### src/rtl/err_stats_pkg.sv
// err_stats_pkg: shared types, default widths and saturating add
// for the adder-evaluation error statistics collector.
package err_stats_pkg;

  localparam int W_DEF     = 32;
  localparam int CNT_W_DEF = 32;
  localparam int SAE_W_DEF = 64;
  localparam int SSE_W_DEF = 100;

  // Working width for saturating arithmetic; every accumulator
  // and its addend must fit below this.
  localparam int ACC_W = 128;

  typedef logic [ACC_W-1:0] acc_t;

  typedef enum logic [1:0] {
    IDLE,
    ACCUM,
    DRAIN,
    DONE
  } state_t;

  typedef struct packed {
    logic sat;
    acc_t val;
  } sat_t;

  // a + b clamped to the all-ones value of a w-bit register.
  function automatic sat_t sat_add(
    input acc_t a,
    input acc_t b,
    input int   w
  );
    acc_t lim;
    acc_t sum;
    sat_t r;
    if (w >= ACC_W) lim = '1;
    else lim = (acc_t'(1) << w) - acc_t'(1);
    sum   = a + b;
    r.sat = (sum > lim) || (sum < a);
    r.val = r.sat ? lim : sum;
    return r;
  endfunction

endpackage

### src/rtl/err_abs_sq.sv
// err_abs_sq: two-stage pipe, S1 signed difference, S2 |d| and |d|^2.
// Ports: Clk, Rst, in_valid/a/b in; s1_valid, out_valid, ae, sq out.
module err_abs_sq
  import err_stats_pkg::*;
#(
  parameter int W = W_DEF
) (
  input  logic           Clk,
  input  logic           Rst,
  input  logic           in_valid,
  input  logic [W-1:0]   a,
  input  logic [W-1:0]   b,
  output logic           s1_valid,
  output logic           out_valid,
  output logic [W:0]     ae,
  output logic [2*W+1:0] sq
);

  logic [W:0]     d_q;
  logic [W:0]     ae1;
  logic [2*W+1:0] ae1_x;

  // d_q holds a W+1 bit two's complement difference; negating
  // it in W+1 bits is exact for every reachable value.
  assign ae1   = d_q[W] ? (~d_q + 1'b1) : d_q;
  assign ae1_x = {{(W+1){1'b0}}, ae1};

  always_ff @(posedge Clk or posedge Rst) begin
    if (Rst) begin
      s1_valid <= 1'b0;
      d_q      <= '0;
    end else begin
      s1_valid <= in_valid;
      if (in_valid)
        d_q <= {a[W-1], a} - {b[W-1], b};
    end
  end

  always_ff @(posedge Clk or posedge Rst) begin
    if (Rst) begin
      out_valid <= 1'b0;
      ae        <= '0;
      sq        <= '0;
    end else begin
      out_valid <= s1_valid;
      if (s1_valid) begin
        ae <= ae1;
        sq <= ae1_x * ae1_x;
      end
    end
  end

endmodule

### src/rtl/err_stats_collector.sv
// err_stats_collector: per-run AE statistics over an (approx, exact) stream.
// Ports: in_* record handshake, stats_* readout/ack, saturating stats, ovf.
module err_stats_collector
  import err_stats_pkg::*;
#(
  parameter int W     = W_DEF,
  parameter int CNT_W = CNT_W_DEF,
  parameter int SAE_W = SAE_W_DEF,
  parameter int SSE_W = SSE_W_DEF
) (
  input  logic             Clk,
  input  logic             Rst,
  input  logic             in_valid,
  output logic             in_ready,
  input  logic             in_last,
  input  logic [W-1:0]     in_approx,
  input  logic [W-1:0]     in_exact,
  output logic             stats_valid,
  input  logic             stats_ack,
  output logic [CNT_W-1:0] n_samples,
  output logic [CNT_W-1:0] n_errors,
  output logic [W:0]       max_ae,
  output logic [SAE_W-1:0] sum_ae,
  output logic [SSE_W-1:0] sum_se,
  output logic             ovf
);

  state_t state;
  state_t state_n;

  logic           xfer;
  logic           clr;
  logic           s1_v;
  logic           s2_v;
  logic [W:0]     ae;
  logic [2*W+1:0] sq;

  sat_t r_n;
  sat_t r_e;
  sat_t r_sae;
  sat_t r_sse;

  // Ready is a function of state only, forced low during reset.
  assign in_ready = ~Rst &
    ((state == IDLE) | (state == ACCUM));
  assign stats_valid = (state == DONE);
  assign xfer = in_valid & in_ready;

  err_abs_sq #(
    .W(W)
  ) u_pipe (
    .Clk       (Clk),
    .Rst       (Rst),
    .in_valid  (xfer),
    .a         (in_approx),
    .b         (in_exact),
    .s1_valid  (s1_v),
    .out_valid (s2_v),
    .ae        (ae),
    .sq        (sq)
  );

  always_comb begin
    state_n = state;
    clr     = 1'b0;
    unique case (state)
      IDLE, ACCUM: begin
        if (xfer)
          state_n = in_last ? DRAIN : ACCUM;
      end
      DRAIN: begin
        if (!s1_v && !s2_v)
          state_n = DONE;
      end
      DONE: begin
        if (stats_ack) begin
          state_n = IDLE;
          clr     = 1'b1;
        end
      end
      default: state_n = IDLE;
    endcase
  end

  always_comb begin
    r_n = sat_add(acc_t'(n_samples),
                  acc_t'(1), CNT_W);
    r_e = sat_add(acc_t'(n_errors),
                  acc_t'(ae != '0), CNT_W);
    r_sae = sat_add(acc_t'(sum_ae),
                    acc_t'(ae), SAE_W);
    r_sse = sat_add(acc_t'(sum_se),
                    acc_t'(sq), SSE_W);
  end

  // Clamped results never exceed the register width.
  logic unused_hi;
  assign unused_hi = ^{r_n.val[ACC_W-1:CNT_W],
                       r_e.val[ACC_W-1:CNT_W],
                       r_sae.val[ACC_W-1:SAE_W],
                       r_sse.val[ACC_W-1:SSE_W]};

  always_ff @(posedge Clk or posedge Rst) begin
    if (Rst) begin
      state     <= IDLE;
      n_samples <= '0;
      n_errors  <= '0;
      max_ae    <= '0;
      sum_ae    <= '0;
      sum_se    <= '0;
      ovf       <= 1'b0;
    end else begin
      state <= state_n;
      if (clr) begin
        n_samples <= '0;
        n_errors  <= '0;
        max_ae    <= '0;
        sum_ae    <= '0;
        sum_se    <= '0;
        ovf       <= 1'b0;
      end else if (s2_v) begin
        n_samples <= r_n.val[CNT_W-1:0];
        n_errors  <= r_e.val[CNT_W-1:0];
        sum_ae    <= r_sae.val[SAE_W-1:0];
        sum_se    <= r_sse.val[SSE_W-1:0];
        if (ae > max_ae)
          max_ae <= ae;
        ovf <= ovf | r_n.sat | r_e.sat |
               r_sae.sat | r_sse.sat;
      end
    end
  end

endmodule

### config.mk
export PLATFORM = sky130hd
export DESIGN_NAME = err_stats_collector
export DESIGN_NICKNAME = d
export VERILOG_FILES = /design/src/rtl/err_stats_pkg.sv /design/src/rtl/err_abs_sq.sv /design/src/rtl/err_stats_collector.sv
export SDC_FILE = /design/constraint.sdc
export NUM_CORES = 2
export LEC_CHECK = 0
export ABC_AREA = 0
export CELL_PAD_IN_SITES_DETAIL_PLACEMENT = 0
export CELL_PAD_IN_SITES_GLOBAL_PLACEMENT = 1
export CORE_AREA = 2 2 343 345
export CTS_BUF_LIST = sky130_fd_sc_hd__clkbuf_8
export CTS_CLUSTER_SIZE = 16
export DETAILED_ROUTE_END_ITERATION = 12
export DIE_AREA = 0 0 345 347
export GPL_ROUTABILITY_DRIVEN = 0
export PLACE_DENSITY = 0.95
export SLEW_MARGIN = 20
export SYNTH_ARGS = -nofsm -noshare
export SYNTH_HDL_FRONTEND = slang
export SYNTH_SLANG_ARGS = --single-unit
### constraint.sdc
create_clock -name Clk -period 20.5 [get_ports Clk]
set_clock_uncertainty 0.1 [all_clocks]
set_input_delay 4.1 -clock Clk [delete_from_list [all_inputs] [get_ports Clk]]
set_output_delay 4.1 -clock Clk [all_outputs]
set_load 0.1 [all_outputs]
==> flow_summary_export.csv <==
group,metric,value,unit
run_status,status,"finished, final reports clean",
sta,finalCritPeriodShare,61.98,%
detailed_routing,vias,51230,
global_routing,grt_pass1_wl,287000,um
floorplan,core_region_area,115700,um^2
floorplan,io_pins,333,
critical_path,crit_buf_inv,11,
detailed_routing,postRouteAntennaNets,0,
detailed_routing,viasPerCell,5.853,
synth,synth_warnings,0,
sta,worst_pin_slew,1.201,ns
global_routing,busiest_layer,"met2",
clock_network,clk_latency,0.72,ns
clock_network,cts_tree,"built",
critical_path,cp_slowest_stage_delay,0.87,ns
global_routing,grtUsageTotal,30.40,%
global_routing,use_met1,38.84,%
sta,finalSetupViolations,0,
synth,syn_inst,6909,
global_routing,grt_max_degree,126,
critical_path,r2r_slack,7.79,ns
floorplan,die-area,119700,um^2
critical_path,cp.required,20.97,ns
clock_network,cts.clk_slew.worst_paths,0.07,ns
synth,async_flop_share,100.0,%
flow_run,cap_violations,0,
critical_path,crit_path_top_delay_cell,"clkinv_1",
sta,finalHoldViolations,0,
placed_design,dp_hpwl,142500,um
floorplan,num_rows,125,
critical_path,crit_top_cell,"fa_1",
clock_network,cts-htree-levels,3,
detailed_routing,drtPass1Iterations,6,
global_routing,grt_pass1_vias,52030,
sta,max_freq,0.07870,GHz
sta,rsz0062_at_grt,"false",
layout,synthToLayoutAreaGrowth,10.97,%
layout,drive_gt1_share,4.846,%
worst_hold_path,hold_class,"register to register",
critical_path,cp-end-kind,"register",
critical_path,crit_fanout,23,
synth,ys.flop_type,"dfrtp_1",
synth,synth_edf_count,0,
sta,drv_slew,0,
detailed_routing,finalWirelength,182200,um
floorplan,die_w,345,um
global_routing,antenna_found_initial,6,
clock_network,numCtsBuffers,74,
clock_network,cts_root_buf,"clkbuf_8",
floorplan,initial_core_util,52.84,%
clock_network,post_cts_resized,0,
global_routing,met3_usage,7.248,%
synth,avgSynthCellArea,8.852,um^2
detailed_routing,drtIter0Drc,4138,
synth,synth_cell_type_count,94,
clock_network,cts_sinks,396,
synth,ys_seq_elements,396,
detailed_routing,drcViolationCount,0,
sta,layout_min_cycle_time,12.71,ns
critical_path,arrival,13.18,ns
critical_path,critical_path.top_delay_family,"adder cells",
critical_path,critPathKind,"register to register",
synth,syn-cell-area,61160,um^2
placed_design,port_buffers,332,
global_routing,gr-usage-met2,48.82,%
clock_network,hold_buffers,0,
detailed_routing,wl_per_cell,20.81,um
synth,yosysSeqAreaShare,16.20,%
clock_network,cts_setup_buffers,0,
clock_network,cts_buffer_depth,3,
floorplan,chipHeight,347,um
layout,final_nets,8719,
sta,timing.slew.headroom,19.81,%
sta,setup_tns,0,ns
layout,fill_cells,9946,
critical_path,start_kind,"register",
global_routing,overflow,0,
==> Yosys cell counts, types with 44 or more instances <==
| cell type | count | area [um^2] |
|---|---|---|
| a211oi_1 | 49 | 367.9 |
| a21o_1 | 155 | 1164 |
| a21oi_1 | 385 | 1927 |
| a31oi_1 | 87 | 544.3 |
| and3_1 | 61 | 381.6 |
| clkbuf_1 | 218 | 818.3 |
| dfrtp_1 | 396 | 9910 |
| fa_1 | 883 | 17680 |
| ha_1 | 598 | 7482 |
| inv_1 | 1423 | 5341 |
| mux2_2 | 60 | 675.7 |
| mux2i_1 | 45 | 450.4 |
| nand2_1 | 538 | 2019 |
| nand2b_1 | 44 | 275.3 |
| nand3_1 | 94 | 470.5 |
| nand4_1 | 69 | 431.7 |
| nor2_1 | 549 | 2061 |
| nor3_1 | 77 | 385.4 |
| o21ai_0 | 277 | 1386 |
| xnor2_1 | 164 | 1436 |
| xor2_1 | 109 | 954.7 |
==> metal layers <==
metal / part of all wire, % / routed length, um
met5: 0.024 / 44
met2: 46 / 84270
met3: 9.6 / 17470
met1: 39 / 70380
met4: 5.5 / 10030
==> cell families (layout without fill, tap and decap cells) <==
group           Yosys count  count (layout)  share of synthesized area, %
flops                   396             396                         16.20
other cells               2              33                       0.01228
compound gates         1334            1334                         14.27
simple gates           1634            1634                         12.18
xor+xnor                275             275                         3.963
mux                     106             106                         1.860
fa+ha+maj              1481            1481                         41.14
buf+inv                1681            1970                         10.37
==> worst paths after layout <==
check | startpoint | end | cells past startpoint
max | u_pipe.d_q[0] | u_pipe.sq[65] | 42
min | u_pipe.sq[17] | u_pipe.sq[17] | 1
max reg2reg | u_pipe.d_q[0] | u_pipe.sq[65] | 42
min reg2reg | u_pipe.sq[17] | u_pipe.sq[17] | 1
max in group asynchronous | Rst | sum_ae[3] | 4
min in group asynchronous | Rst | sum_se[36] | 2
==> layout by cell type (no fill, tap or decap), types with 28 or more instances in the layout <==
cell type	instances
nor2b_1	40
nor2_1	549
dfrtp_1	394
a211oi_1	49
inv_1	1446
ha_1	598
buf_4	72
a31oi_1	87
xnor2_1	159
a21o_1	155
xor2_1	99
nand2b_1	44
and2_1	31
o221a_2	42
clkdlybuf4s50_1	330
a221oi_1	32
mux2_2	60
fa_1	883
o31a_1	28
nand3_1	94
clkbuf_8	89
mux2i_1	45
nor4_1	31
o21a_1	37
nand2_1	535
nand4_1	69
and3_1	60
nor3_1	77
o21ai_0	276
a21oi_1	385
o21bai_1	37
==> cell type report <==
class / instances / area (um^2) / share of cell area, %
inverters: 1438 / 5406 / 7.966
well taps: 1524 / 1907 / 2.810
flip-flops and latches: 396 / 9917 / 14.61
repair buffers: 402 / 3844 / 5.664
clock inverters: 41 / 355.3 / 0.5236
diodes: 6 / 15.01 / 0.02212
multi-input cells: 4857 / 45200 / 66.60
clock buffers: 89 / 1225 / 1.805
==> flip-flops by register name, summed over array words and instances, names as in the netlist <==
| register | cells |
|---|---|
| sum_se | 100 |
| sum_ae | 64 |
| u_pipe.sq | 64 |
| max_ae | 33 |
| u_pipe.ae | 33 |
| u_pipe.d_q | 33 |
| n_errors | 32 |
| n_samples | 32 |
| state | 2 |
| ovf | 1 |
| u_pipe.out_valid | 1 |
| u_pipe.s1_valid | 1 |
==> stage by stage <==
step	hold WS (ns)	util, %	cell area [um^2]	instances	worst slack (ns)
CTS	0.4182	58.62	67840	8747	8.115
global placement	0.4057	57.25	66260	8617	8.373
detailed placement	0.4041	57.25	66260	8617	8.111
floorplan	0.2519	-	61250	6934	5.289
global route	0.4381	58.63	67860	8750	7.253
finish	0.4186	58.64	67870	8753	7.794
Power is left out: the tool's default activity adds up to more than one toggle a clock period on the data nets, which glitch-free logic cannot reach.
